## config.mk

```make
export PLATFORM = sky130hd
export DESIGN_NAME = fetch_sequencer_flat
export DESIGN_NICKNAME = d
export VERILOG_FILES = /design/src/rtl/fetch_sequencer_if.sv /design/src/rtl/fetch_sequencer.sv /design/src/flat_wrapper.sv
export SDC_FILE = /design/constraint.sdc
export NUM_CORES = 1
export LEC_CHECK = 0
export ABC_AREA = 1
export CORE_ASPECT_RATIO = 1.1
export CORE_MARGIN = 1
export CORE_UTILIZATION = 48
export CTS_CLUSTER_DIAMETER = 60
export CTS_CLUSTER_SIZE = 28
export DETAILED_ROUTE_END_ITERATION = 7
export GPL_ROUTABILITY_DRIVEN = 0
export GPL_TIMING_DRIVEN = 0
export PLACE_DENSITY = 0.81
export SETUP_SLACK_MARGIN = 0.2
export SYNTH_ARGS = -nofsm -noshare
export SYNTH_HDL_FRONTEND = slang
export SYNTH_SLANG_ARGS = --single-unit
```

## constraint.sdc

```tcl
create_clock -name clk -period 3.51 [get_ports clk]
set_input_delay 0.702 -clock clk [delete_from_list [all_inputs] [get_ports clk]]
set_output_delay 0.702 -clock clk [all_outputs]
set_load 0.05 [all_outputs]
```

## src/rtl/fetch_sequencer_if.sv

```systemverilog
// Handshake bundle between the fetch sequencer, program ROM and the datapath selectors.
interface fetch_sequencer_if #(
  parameter int unsigned N = 4
);
  logic         run;
  logic [7:0]   instr;
  logic         instr_valid;
  logic         zed;
  logic [N-1:0] addr;
  logic         fetch_req;
  logic         scratch_we;
  logic         sys_we;
  logic         in_re;
  logic [2:0]   sel;
  logic         halted;
  logic         busy;

  modport master (
    input  run, instr, instr_valid, zed,
    output addr, fetch_req, scratch_we, sys_we, in_re, sel, halted, busy
  );

  modport slave (
    output run, instr, instr_valid, zed,
    input  addr, fetch_req, scratch_we, sys_we, in_re, sel, halted, busy
  );
endinterface

```

## src/rtl/fetch_sequencer.sv

```systemverilog
// Fetch/decode/execute sequencer: owns the PC, fetches from ROM and issues one-cycle
// selector strobes in EXEC. Every output decodes from registered state only.
module fetch_sequencer #(
  parameter int unsigned N = 4
) (
  input logic              clk,
  input logic              rst,
  fetch_sequencer_if.master bus
);

  localparam logic [2:0] StIdle   = 3'd0;
  localparam logic [2:0] StFetch  = 3'd1;
  localparam logic [2:0] StDecode = 3'd2;
  localparam logic [2:0] StExec   = 3'd3;
  localparam logic [2:0] StHalt   = 3'd4;

  localparam logic [3:0] OpLoad  = 4'h1;
  localparam logic [3:0] OpStore = 4'h2;
  localparam logic [3:0] OpJmp   = 4'h3;
  localparam logic [3:0] OpJz    = 4'h4;
  localparam logic [3:0] OpHalt  = 4'hF;

  localparam logic [N-1:0] PcOne = N'(1);

  logic [2:0]   state_q, state_d;
  logic [N-1:0] pc_q, pc_d;
  logic [7:0]   instr_q, instr_d;

  logic [3:0]   opcode;
  logic         in_exec;

  assign opcode  = instr_q[7:4];
  assign in_exec = (state_q == StExec);

  always_comb begin
    state_d = state_q;
    pc_d    = pc_q;
    instr_d = instr_q;
    case (state_q)
      StIdle: begin
        if (bus.run) state_d = StFetch;
      end
      StFetch: begin
        if (bus.instr_valid) begin
          instr_d = bus.instr;
          state_d = StDecode;
        end
      end
      StDecode: state_d = StExec;
      StExec: begin
        state_d = bus.run ? StFetch : StIdle;
        case (opcode)
          OpJmp:   pc_d = instr_q[N-1:0];
          OpJz:    pc_d = bus.zed ? instr_q[N-1:0] : pc_q + PcOne;
          OpHalt:  state_d = StHalt;
          default: pc_d = pc_q + PcOne;
        endcase
      end
      StHalt: state_d = StHalt;
      default: state_d = StIdle;
    endcase
  end

  always_ff @(posedge clk or posedge rst) begin
    if (rst) begin
      state_q <= StIdle;
      pc_q    <= '0;
      instr_q <= 8'h00;
    end else begin
      state_q <= state_d;
      pc_q    <= pc_d;
      instr_q <= instr_d;
    end
  end

  // Strobes are gated by EXEC so an async reset mid-EXEC removes them at once.
  always_comb begin
    bus.addr       = pc_q;
    bus.sel        = instr_q[2:0];
    bus.fetch_req  = (state_q == StFetch);
    bus.busy       = (state_q == StFetch) || (state_q == StDecode) || in_exec;
    bus.halted     = (state_q == StHalt);
    bus.in_re      = in_exec && (opcode == OpLoad);
    bus.scratch_we = in_exec && (opcode == OpStore) && instr_q[3];
    bus.sys_we     = in_exec && (opcode == OpStore) && !instr_q[3];
  end

endmodule

```

## src/flat_wrapper.sv

```systemverilog
// flat-port wrapper written by rule: the top's interface ports become plain ports
module fetch_sequencer_flat 
#(
  parameter int unsigned N = 4
)
  (clk, rst, bus_run, bus_instr, bus_instr_valid, bus_zed, bus_addr, bus_fetch_req, bus_scratch_we, bus_sys_we, bus_in_re, bus_sel, bus_halted, bus_busy);
  fetch_sequencer_if #(.N(N)) bus_i ();
  input logic clk;
  input logic rst;
  input wire logic [$bits(bus_i.run)-1:0] bus_run;
  input wire logic [$bits(bus_i.instr)-1:0] bus_instr;
  input wire logic [$bits(bus_i.instr_valid)-1:0] bus_instr_valid;
  input wire logic [$bits(bus_i.zed)-1:0] bus_zed;
  output wire logic [$bits(bus_i.addr)-1:0] bus_addr;
  output wire logic [$bits(bus_i.fetch_req)-1:0] bus_fetch_req;
  output wire logic [$bits(bus_i.scratch_we)-1:0] bus_scratch_we;
  output wire logic [$bits(bus_i.sys_we)-1:0] bus_sys_we;
  output wire logic [$bits(bus_i.in_re)-1:0] bus_in_re;
  output wire logic [$bits(bus_i.sel)-1:0] bus_sel;
  output wire logic [$bits(bus_i.halted)-1:0] bus_halted;
  output wire logic [$bits(bus_i.busy)-1:0] bus_busy;
  assign bus_i.run = bus_run;
  assign bus_i.instr = bus_instr;
  assign bus_i.instr_valid = bus_instr_valid;
  assign bus_i.zed = bus_zed;
  assign bus_addr = bus_i.addr;
  assign bus_fetch_req = bus_i.fetch_req;
  assign bus_scratch_we = bus_i.scratch_we;
  assign bus_sys_we = bus_i.sys_we;
  assign bus_in_re = bus_i.in_re;
  assign bus_sel = bus_i.sel;
  assign bus_halted = bus_i.halted;
  assign bus_busy = bus_i.busy;
  fetch_sequencer #(.N(N)) u_core (.clk(clk), .rst(rst), .bus(bus_i));
endmodule
```

==> impl_metrics.tcl <==
set metrics [dict create \
    status "finished clean" \
    drt_pre_antenna_iters 4 \
    postRouteAntennaNets 0 \
    worstMarginPinSlew_ps 567 \
    postCtsHoldBufs 0 \
    max-vdd-ir-drop_uv 681 \
    max_freq_mhz 347 \
    skew_ps 0.303 \
    grt.total_usage 0.224 \
    synth_top_flop_cell "dfrtp_1" \
    r2r_slack_ps 2130 \
    whs_path_depth 2 \
    ys_ff_latch 15 \
    ys_types 18 \
    hold_violations 0 \
    synth-edff-count 0 \
    vias_per_cell 5.05 \
    cp.arrival_ps 2180 \
    crit_type "reg2out" \
    setup.worst_path.end "bus_in_re" \
    synth_top_area_cell "dfrtp_1" \
    routed_wl_mm 1.87 \
    nNetsFinal 159 \
    io_pins 26 \
    clk_pin_slew_ps 80 \
    synth_commonest_cells "nand2_1, dfrtp_1, nand3_1" \
    post_cts_buffers 0 \
    cts_tree "yes" \
    drive_gt1_frac 0.0833 \
    netlist_area_um2 838 \
    route.detailed.drc 0 \
    ff2ff_path_depth 6 \
    dieArea_um2 1920 \
    drt-met1-wl_um 794 \
    cts_root_buffer "clkbuf_4" \
    p_leak_uw 0.000595 \
    dr_wl_met2_um 966 \
    slowest_delay_ps 820 \
    n_antenna_cell 0 \
    grt.overflow.total 0 \
    cts_max_path_buffers 2 \
    drv_cap 0 \
    tns_ps 0 \
    cp_cell_sequence "inv_1 -> nand3_1 -> inv_1 -> nand3_1 -> nor3_1 -> clkdlybuf4s50_1" \
    ys_warn_count 0 \
    fin_crit_sh 0.821 \
    crit_path_end_kind "primary output" \
    preCtsSetupSlack_ps 949 \
    finalSetupViolations 0 \
    drt_iter0_drc 16 \
    slowest_stage "clkdlybuf4s50_1" \
    ys_async_sr_fraction 1.00 \
    clk_latency_ps 280 \
    synth.top_cell.area_share 0.448 \
    wl_met3_um 67 \
    wl_per_cell_um 11.6 \
    finalCriticalPeriod_ps 2880 \
    syn-num-nets 129 \
    cts.sinks 15 \
    synth_cells 115 \
    syn_avg_cell_area_um2 7.29 \
    pwr_density_cell_nw_per_um2 952 \
    worstPathRequired_ps 2810 \
    yosys-top-cells-area "dfrtp_1, nand2_1, nand3_1" \
    grt_antenna_before_repair 0 \
    vias 813 \
    fp.coreArea_um2 1600 \
    grt_pass1_vias 746 \
    slew_viol_final 0 \
    numCtsBuffers 3 \
    portBuffers 25 \
    yosysMostFrequentCell "nand2_1" \
    fin_ws_ps 628 \
    die_h_um 45.8 \
    crit_path_start "u_core.state_q[2]" \
    highest_layer "met4" \
    critPathMaxFanout 6 \
    start_util 0.525 \
    rsz0062_at_grt "false" \
    ys_seq_area_frac 0.448 \
    critPathLaunchType "flip-flop" \
    post-route-util 0.712 \
    area_growth_pct 35.5 \
    relSlewSlack 0.622 \
    ctsResizeCount 0 \
    hold_class "reg2reg" \
    grt_max_degree 16 \
    r2r-end "u_core.state_q[0]" \
    num_rows 15 \
    h-tree-depth 1 \
    die_x_um 41.8 \
    regToRegStartpoint "u_core.state_q[2]" \
    grt_pass1_wl_mm 3.13 \
    detailed_place_hpwl_mm 1.45 \
]
[logic make-up after synthesis]
family | count (synthesis) | share of synthesized area
and+or+nand+nor | 73 | 0.382
buffers and inverters | 19 | 0.107
DFF | 15 | 0.448
AOI/OAI and AO/OA | 6 | 0.0373
xor gates and xnor gates | 1 | 0.0104
adders and majority gates | 1 | 0.0149
[area by class of cell]
class	instances	area, µm²
buffer	4	33.8
clock buffer	4	26.3
fill	143	459
inverter	15	56.3
multi-input combinational	81	373
sequential	15	375
tap	17	21.3
timing repair buffer	25	250
[worst max-delay path, delay by kind of cell, from the launching register on]
kind                   cells  cell delay (ps)
and+or+nand+nor            3              330
DFF                        1              440
buffers and inverters      3             1120
[per-layer routing]
layer,track usage,up-vias
met5,0,-
met4,0.129,0
met3,0.0476,4
met2,0.381,21
met1,0.266,373
li1,-,415
[metrics by stage]
stage	cells	hold WS, ps	power [µW]	instance area (µm²)
final	161	523	1080	1140
after global routing	161	554	1170	1140
after CTS	161	523	1090	1140
after detailed placement	157	500	987	1110
after global placement	157	497	965	1110
after floorplan	115	465	799	838
[state kept, by name (all words and copies together), names as in the netlist]
name and count:
u_core.bus.addr 4, u_core.state_q 3, u_core.instr_q 8
[how the worst min path moves through the flow]
stage	from	end	slack, ps
2_1_floorplan	u_core.instr_q[0]	u_core.instr_q[0]	460
3_3_place_gp	u_core.instr_q[0]	u_core.instr_q[0]	500
3_5_place_dp	u_core.instr_q[0]	u_core.instr_q[0]	500
4_1_cts	u_core.instr_q[0]	u_core.instr_q[0]	520
5_1_grt	u_core.instr_q[0]	u_core.instr_q[0]	550
6_report	u_core.instr_q[0]	u_core.instr_q[0]	520
[placed cells by master (no fill, tap or decap), drive strengths merged]
master and instances:
xor2 1, buf 4, clkbuf 4, dfrtp 15, nor3 2, inv 15
o21ai 1, clkdlybuf4s50 25, o22ai 1, nor2 11, nand3 15, a21oi 4
ha 1, nand4 2, nand2 42, nand3b 1
[power by group]
part           internal (µW)  total (µW)  switching, µW
clock                   44.2        98.4           54.2
combinational            235         645            410
sequential               251         338           86.8
total                    530        1080            551
Power figures use the tool's default switching activity.
